<file path="src/rtl/alu_sequencer_if.sv">
// rtl/alu_sequencer_if.sv - handshake bundle between alu_sequencer and the register bank / ALU pair
interface alu_sequencer_if;
  logic [7:0] instr;
  logic       init;
  logic       alu_start;
  logic       alu_done;
  logic [3:0] alu_result;
  logic [3:0] data_result;
  logic       rd;
  logic       bank_done;

  modport master (
    output instr, init, alu_start, data_result, rd,
    input  alu_done, alu_result, bank_done
  );

  modport slave (
    input  instr, init, alu_start, data_result, rd,
    output alu_done, alu_result, bank_done
  );
endinterface

</file>
<file path="src/rtl/alu_sequencer.sv">
// rtl/alu_sequencer.sv - program sequencer driving the ALU register bank and ALU as initiator
module alu_sequencer #(
  parameter int PROG_DEPTH  = 16,
  parameter int INIT_CYCLES = 2,
  parameter int TIMEOUT     = 15
) (
  input  logic                          clk,
  input  logic                          reset,
  input  logic                          start,
  input  logic                          prog_we,
  input  logic [$clog2(PROG_DEPTH)-1:0] prog_addr,
  input  logic [7:0]                    prog_wdata,
  alu_sequencer_if.master               bus,
  output logic [$clog2(PROG_DEPTH)-1:0] pc,
  output logic                          busy,
  output logic                          finished,
  output logic                          error
);
  localparam int PW = $clog2(PROG_DEPTH);
  localparam int TW = $clog2(TIMEOUT + 1);
  localparam int IW = $clog2(INIT_CYCLES + 1);

  typedef enum logic [2:0] {IDLE, FETCH, ISSUE, EXEC, WB, WAIT_WB, DONE} state_t;

  state_t        state, state_d;
  logic [7:0]    mem [PROG_DEPTH];
  logic [7:0]    instr_q, instr_d;
  logic [3:0]    data_q, data_d;
  logic [PW-1:0] pc_d;
  logic          error_d;
  logic [TW-1:0] wait_cnt, wait_cnt_d;
  logic [IW-1:0] issue_cnt, issue_cnt_d;
  logic          init_c, alu_start_c, rd_c, finished_c;
  logic          timed_out;

  // Program memory is deliberately outside reset so a reset keeps the loaded program.
  always_ff @(posedge clk) begin
    if (state == IDLE && prog_we)
      mem[prog_addr] <= prog_wdata;
  end

  always_ff @(posedge clk) begin
    if (reset) begin
      state     <= IDLE;
      pc        <= '0;
      instr_q   <= '0;
      data_q    <= '0;
      error     <= 1'b0;
      wait_cnt  <= '0;
      issue_cnt <= '0;
    end else begin
      state     <= state_d;
      pc        <= pc_d;
      instr_q   <= instr_d;
      data_q    <= data_d;
      error     <= error_d;
      wait_cnt  <= wait_cnt_d;
      issue_cnt <= issue_cnt_d;
    end
  end

  always_comb begin
    state_d     = state;
    pc_d        = pc;
    instr_d     = instr_q;
    data_d      = data_q;
    error_d     = error;
    wait_cnt_d  = wait_cnt;
    issue_cnt_d = issue_cnt;
    init_c      = 1'b0;
    alu_start_c = 1'b0;
    rd_c        = 1'b0;
    finished_c  = 1'b0;
    timed_out   = (wait_cnt + TW'(1)) == TW'(TIMEOUT);

    case (state)
      IDLE: begin
        if (start) begin
          pc_d    = '0;
          error_d = 1'b0;
          state_d = FETCH;
        end
      end
      FETCH: begin
        instr_d     = mem[pc];
        issue_cnt_d = '0;
        state_d     = ISSUE;
      end
      ISSUE: begin
        init_c = 1'b1;
        if (issue_cnt == IW'(INIT_CYCLES - 1)) begin
          wait_cnt_d = '0;
          state_d    = EXEC;
        end else begin
          issue_cnt_d = issue_cnt + IW'(1);
        end
      end
      EXEC: begin
        // wait_cnt==0 marks the start cycle, where a stale alu_done must not count.
        alu_start_c = (wait_cnt == '0);
        if (wait_cnt != '0 && bus.alu_done) begin
          data_d  = bus.alu_result;
          state_d = WB;
        end else if (timed_out) begin
          alu_start_c = 1'b0;
          error_d     = 1'b1;
          state_d     = IDLE;
        end else begin
          wait_cnt_d = wait_cnt + TW'(1);
        end
      end
      WB: begin
        rd_c       = 1'b1;
        wait_cnt_d = '0;
        state_d    = WAIT_WB;
      end
      WAIT_WB: begin
        if (bus.bank_done) begin
          if (instr_q[0] || pc == PW'(PROG_DEPTH - 1)) begin
            state_d = DONE;
          end else begin
            pc_d    = pc + PW'(1);
            state_d = FETCH;
          end
        end else if (timed_out) begin
          error_d = 1'b1;
          state_d = IDLE;
        end else begin
          wait_cnt_d = wait_cnt + TW'(1);
        end
      end
      DONE: begin
        finished_c = 1'b1;
        state_d    = IDLE;
      end
      default: state_d = IDLE;
    endcase
  end

  assign bus.instr       = instr_q;
  assign bus.init        = init_c;
  assign bus.alu_start   = alu_start_c;
  assign bus.data_result = data_q;
  assign bus.rd          = rd_c;
  assign busy            = (state != IDLE);
  assign finished        = finished_c;
endmodule

</file>
<file path="src/flat_wrapper.sv">
// flat-port wrapper written by rule: the top's interface ports become plain ports
module alu_sequencer_flat 
#(
  parameter int PROG_DEPTH  = 16,
  parameter int INIT_CYCLES = 2,
  parameter int TIMEOUT     = 15
)
  (clk, reset, start, prog_we, prog_addr, prog_wdata, pc, busy, finished, error, bus_instr, bus_init, bus_alu_start, bus_data_result, bus_rd, bus_alu_done, bus_alu_result, bus_bank_done);
  alu_sequencer_if bus_i ();
  input  logic clk;
  input  logic reset;
  input  logic start;
  input  logic prog_we;
  input  logic [$clog2(PROG_DEPTH)-1:0] prog_addr;
  input  logic [7:0] prog_wdata;
  output logic [$clog2(PROG_DEPTH)-1:0] pc;
  output logic busy;
  output logic finished;
  output logic error;
  output wire logic [$bits(bus_i.instr)-1:0] bus_instr;
  output wire logic [$bits(bus_i.init)-1:0] bus_init;
  output wire logic [$bits(bus_i.alu_start)-1:0] bus_alu_start;
  output wire logic [$bits(bus_i.data_result)-1:0] bus_data_result;
  output wire logic [$bits(bus_i.rd)-1:0] bus_rd;
  input wire logic [$bits(bus_i.alu_done)-1:0] bus_alu_done;
  input wire logic [$bits(bus_i.alu_result)-1:0] bus_alu_result;
  input wire logic [$bits(bus_i.bank_done)-1:0] bus_bank_done;
  assign bus_instr = bus_i.instr;
  assign bus_init = bus_i.init;
  assign bus_alu_start = bus_i.alu_start;
  assign bus_data_result = bus_i.data_result;
  assign bus_rd = bus_i.rd;
  assign bus_i.alu_done = bus_alu_done;
  assign bus_i.alu_result = bus_alu_result;
  assign bus_i.bank_done = bus_bank_done;
  alu_sequencer #(.PROG_DEPTH(PROG_DEPTH), .INIT_CYCLES(INIT_CYCLES), .TIMEOUT(TIMEOUT)) u_core (.clk(clk), .reset(reset), .start(start), .prog_we(prog_we), .prog_addr(prog_addr), .prog_wdata(prog_wdata), .bus(bus_i), .pc(pc), .busy(busy), .finished(finished), .error(error));
endmodule
</file>
<file path="config.mk">
export PLATFORM = sky130hd
export DESIGN_NAME = alu_sequencer_flat
export DESIGN_NICKNAME = d
export VERILOG_FILES = /design/src/rtl/alu_sequencer_if.sv /design/src/rtl/alu_sequencer.sv /design/src/flat_wrapper.sv
export SDC_FILE = /design/constraint.sdc
export NUM_CORES = 1
export LEC_CHECK = 0
export CORE_MARGIN = 2
export CORE_UTILIZATION = 40
export CTS_BUF_LIST = sky130_fd_sc_hd__clkbuf_4 sky130_fd_sc_hd__clkbuf_8
export DETAILED_ROUTE_END_ITERATION = 7
export DONT_BUFFER_PORTS = 1
export PLACE_DENSITY = 0.61
export SLEW_MARGIN = 20
export SYNTH_ARGS = -nofsm -noshare
export SYNTH_HDL_FRONTEND = slang
export SYNTH_SLANG_ARGS = --single-unit
</file>
<file path="constraint.sdc">
create_clock -name clk -period 2.96 [get_ports clk]
set_clock_uncertainty 0.2 [all_clocks]
set_input_delay 0.444 -clock clk [delete_from_list [all_inputs] [get_ports clk]]
set_output_delay 0.444 -clock clk [all_outputs]
set_load 0.05 [all_outputs]
</file>
### Word-level counts from Yosys, hierarchy flattened

Memory sizes are Yosys's and may differ from the RTL's. A register that Yosys moved wholly into a read port is not among the register bits.
Index checks and enable logic that the tools add are counted.

| cells by class | value |
|---|---|
| add/sub/neg operators | 3 |
| eq/ne operators | 16 |
| mux-type cells | 31 |
| reduce and logical (&&, ||, !) cells | 17 |

Operators with widths:

| operator | count |
|---|---|
| $mux 4 | 7 |
| $mux 3 | 6 |
| $pmux 3 s6 | 1 |
| $pmux 4 s4 | 1 |
| $mux 1 | 12 |
| $ne 2x2->1 const B | 6 |
| $reduce_and 4->1 | 3 |
| $eq 3x3->1 const B | 3 |
| $add 4x1->4 const B | 2 |
| $eq 4x4->1 const B | 2 |
| $pmux 4 s2 | 1 |
| $reduce_bool 4->1 | 2 |
| $eq 3x2->1 const B | 2 |
| $reduce_and 2->1 | 3 |
| $reduce_bool 3->1 | 2 |
| $logic_not 4->1 | 1 |
| $pmux 2 s2 | 1 |
| $reduce_bool 2->1 | 2 |
| $eq 3x1->1 const B | 1 |
| $logic_not 3->1 | 1 |
| $pmux 1 s3 | 1 |
| $add 2x1->2 const B | 1 |
| $eq 2x1->1 const B | 1 |
| $logic_and 1x1->1 | 2 |
| 3 further kinds | 3 |

| storage, ports and cells | value |
|---|---|
| bits in registers | 18 |
| bits in writable memories | 128 |
| output and inout port bits | 22 |
| word-level logic and storage cells | 74 |
| memories | 1 |

Memories:

| memory | depth | width | rd ports | clocked after memory_dff | write ports | RTL line | RTL |
|---|---|---|---|---|---|---|---|
| u_core.mem | 16 | 8 | 1 | 1 | 1 | alu_sequencer.sv:26 | `logic [7:0] mem [PROG_DEPTH];` |

### Depth between registers and ports, before layout

| depth | value |
|---|---|
| word-level depth | 5 |
| depth in mapped cells | 9 |
| gate-level depth less buffers | 8 |

### Worst setup path after synthesis

No wires, ideal clock.

| path | value |
|---|---|
| path type | flip-flop to output port |
| start | register u_core.wait_cnt[0] |
| end | output bus_alu_start |
| arrival time | 2.084 ns |
| data required time | 2.316 ns |
| path slack | 0.232 ns |
| stages on the path, launching flop included | 6 |
| buffers on the path | 1 |
| cells stage by stage | dfxtp_1 inv_1 ha_1 or3b_1 buf_6 nor3_1 |

| on the way | value |
|---|---|
| word-level cells in the longest chain between the ends | 5 |
| elaborated cells between the ends (all ways) | 8 |

Ends and longest elaborated chain:

| what | RTL line | RTL |
|---|---|---|
| start: declaration | alu_sequencer.sv:31 | `logic [TW-1:0] wait_cnt, wait_cnt_d;` |
| start signal: assignment | alu_sequencer.sv:57 | `wait_cnt <= wait_cnt_d;` |
| $add 4x1->4 | alu_sequencer.sv:74 | `timed_out = (wait_cnt + TW'(1)) == TW'(TIMEOUT);` |
| $eq 4x4->1 | alu_sequencer.sv:74 |  |
| $mux 1 | alu_sequencer.sv:104 | `end else if (timed_out) begin` |
| $mux 1 (*) | alu_sequencer.sv:101 | `if (wait_cnt != '0 && bus.alu_done) begin` |
| $mux 1 (*) | alu_sequencer.sv:76 | `case (state)` |
| end: declaration | flat_wrapper.sv:22 | `output wire logic [$bits(bus_i.alu_start)-1:0] bus_alu_start;` |

Mark *: on every way between the ends. The rest lies on a longest branch, timed or not.

### Worst setup path in the final report

Same ends and word-level chain as after synthesis.

==> impl_metrics.tcl <==
set metrics [dict create \
    p_sw_share_pct 24.9 \
    antenna_found_initial 3 \
    fmax_mhz 383 \
    dp_hpwl_um 8710 \
    pwr-share-comb_pct 5.5 \
    place_inst 601 \
    firstDrtPassIters 4 \
    rows 45 \
    p_leak_nw 2.38 \
    hold_viol 0 \
    intPower_mw 3.15 \
    multi_input_area_um2 1820 \
    clockPowerShare_pct 36.7 \
    insertion_delay_ns 0.46 \
    finalCriticalPeriod_ns 2.61 \
    cp_data_required_time_ns 2.32 \
    outcome "completed" \
    route.detailed.drc 0 \
    gr-usage-all-layers_pct 16.6 \
    cts_inserted_buffers 17 \
    start_util_pct 41.1 \
    syn_area_um2 6300 \
    peakVddDrop_mv 0.252 \
    io_pins 44 \
    setup_ws_ns 0.350 \
    cp-end-kind "output port" \
    die_area_um2 16800 \
    slew_headroom_pct 44.2 \
    holdCritPathClass "input pin to register" \
    grt_max_degree 24 \
    synth-edff-count 128 \
    die_height_um 129 \
    path_class "register to output port" \
    syn_avg_cell_area_um2 16.7 \
    num_vias 3397 \
    synth_top_area_share_pct 61.0 \
    synthArstFlopShare_pct 0 \
    tritoncts "yes" \
    cts_max_path_buffers 2 \
    post_route_cells_drive_above_1_share_pct 25.2 \
    wl_per_cell_um 19.7 \
    htreeDepth 4 \
    grt_pass1_wl_um 19900 \
    startpoint_type "register" \
    r2r_cells 8 \
    synth_cell_types 48 \
    finalSetupTns_ns 0 \
    cp_max_fo 6 \
    coreArea_um2 15300 \
    cp_data_arrival_time_ns 1.97 \
    nets 450 \
    finalNonFillerCells 649 \
    synth_flop_cell "edfxtp_1" \
    grt_pass1_vias 3432 \
    synth_seq_cells 154 \
    drv_slew 0 \
    drtIter0Drc 288 \
    totalWireLength_um 12800 \
    netlist.top_cell.by_area "edfxtp_1" \
    via_per_inst 5.23 \
    p_per_area_nw_per_um2 578 \
    whs_path_depth 3 \
    synth_cells 378 \
    yosys_warnings 0 \
    dp_slack_ns 0.516 \
    final_core_util_pct 47.3 \
    fillers 1318 \
    area_growth_syn_to_layout_pct 15.1 \
    place.gp.congestion 0.820 \
    switchingPower_mw 1.04 \
    setup-violations-final 0 \
    seq_area_um2 4370 \
    max_cap_violations 0 \
    rsz0062_at_grt "no" \
    fin_crit_sh_pct 88.2 \
    ys_top_cells_by_area "edfxtp_1, mux4_2, dfxtp_1, nor2_1, nand2_1" \
    cts.clk_slew.worst_paths_ns 0.09 \
    holdWs_ns 0.0523 \
    clock_sinks 154 \
    pwr-share-seq_pct 57.9 \
    ctsRootBufferMaster "clkbuf_8" \
    syn_nets 405 \
    gr-total-overflow 0 \
    io_buffers 0 \
    ant_nets 0 \
    die_w_um 129 \
    tightestPinTransition_ns 0.834 \
    yosysSeqAreaShare_pct 69.3 \
]
## state kept, by name, indices dropped and copies added, names as in the netlist
name                    count
u_core.issue_cnt            2
u_core.error                1
u_core.wait_cnt             4
u_core.mem                128
u_core.bus.instr            8
u_core.pc                   4
u_core.state                3
u_core.bus.data_result      4
## Yosys cell counts, types with 2 or more instances
| cell type | number |
|---|---|
| a21o_1 | 3 |
| a21oi_1 | 16 |
| a22oi_1 | 3 |
| a31oi_1 | 3 |
| buf_2 | 6 |
| clkbuf_1 | 10 |
| dfxtp_1 | 26 |
| edfxtp_1 | 128 |
| ha_1 | 5 |
| inv_1 | 8 |
| mux2i_1 | 5 |
| mux4_2 | 40 |
| nand2_1 | 34 |
| nand2b_1 | 5 |
| nand3_1 | 2 |
| nand4_1 | 2 |
| nor2_1 | 36 |
| nor2b_1 | 3 |
| nor3_1 | 8 |
| nor3b_1 | 2 |
| o211ai_1 | 2 |
| o21ai_0 | 4 |
| xor2_1 | 2 |
## per-layer routing
layer / part of all wire, % / track usage (%)
met1: 41 / 20.4
met2: 51 / 26.9
met3: 6.2 / 6.56
met4: 1.7 / 5.76
met5: 0.055 / 0
## cell families (layout without fill, tap and decap cells)
kind of cell | after synthesis | in the layout | synth area share, %
AO/OA/AOI/OAI | 43 | 43 | 4.91
XOR/XNOR | 2 | 2 | 0.278
adder cells (fa/ha/maj) | 5 | 5 | 0.994
buffers and inverters | 26 | 84 | 1.85
flip-flops | 154 | 154 | 69.3
multiplexers | 45 | 45 | 15.1
other | 0 | 2 | 0
AND/OR/NAND/NOR | 103 | 103 | 7.55
## worst max-delay path: stages, from the launching register on
cell	delay, ns
dfxtp_1	0.36
inv_1	0.12
ha_1	0.14
or3b_1	0.46
nor3_1	0.19
buf_4	0.23
## cell type report
class	count	area share (%)
Sequential cell	154	60.2
Multi-Input combinational cell	198	25.1
Timing Repair Buffer	44	5.21
Tap cell	211	3.64
Clock buffer	17	3.23
Clock inverter	15	2.09
Inverter	8	0.414
Antenna cell	2	0.0690
## metrics by stage
stage	instance area [µm²]	total power, mW
5_1_grt	7240	4.36
3_5_place_dp	6720	2.66
4_1_cts	7240	4.24
3_3_place_gp	6720	2.66
2_1_floorplan	6300	2.62
6_report	7250	4.19
## repair_timing
action / CTS / global route
buffers inserted: 0 / 0
resized for setup: 0 / 0
hold buffers: 14 / 0
hold endpoints to repair: 151 / 0
endpoints found under the setup margin: 0 / 0
## power groups by stage
stage	clock, mW	combinational (mW)	sequential [mW]
finish	1.54	0.229	2.43
global route	1.68	0.255	2.43
CTS	1.58	0.231	2.43
detailed placement	0	0.186	2.48
global placement	0	0.183	2.47
floorplan	0	0.144	2.47
## path summary, 6_finish.rpt
path	start	end	slack [ns]
max	u_core.wait_cnt[0]$_SDFFE_PP0P_	bus_alu_start	0.35
min	reset	u_core.error$_SDFFE_PP0P_	0.05
max reg2reg	u_core.wait_cnt[0]$_SDFFE_PP0P_	u_core.wait_cnt[2]$_SDFFE_PP0P_	0.49
min reg2reg	u_core.wait_cnt[3]$_SDFFE_PP0P_	u_core.wait_cnt[3]$_SDFFE_PP0P_	0.33
## placed cells by master, fill, tap and decap left out, types with 3 or more instances in the layout
| cell | instances |
|---|---|
| mux2i_1 | 5 |
| buf_4 | 29 |
| clkbuf_8 | 17 |
| dlygate4sd3_1 | 14 |
| nor2_1 | 36 |
| a31oi_1 | 3 |
| mux4_2 | 40 |
| inv_1 | 8 |
| inv_6 | 8 |
| nor3_1 | 8 |
| nand2b_1 | 5 |
| ha_1 | 5 |
| nand2_1 | 34 |
| nor2b_1 | 3 |
| a21o_1 | 3 |
| o21ai_0 | 4 |
| a22oi_1 | 3 |
| edfxtp_1 | 128 |
| a21oi_1 | 16 |
| dfxtp_1 | 24 |
Note: power is estimated with default switching activity, not from simulation.
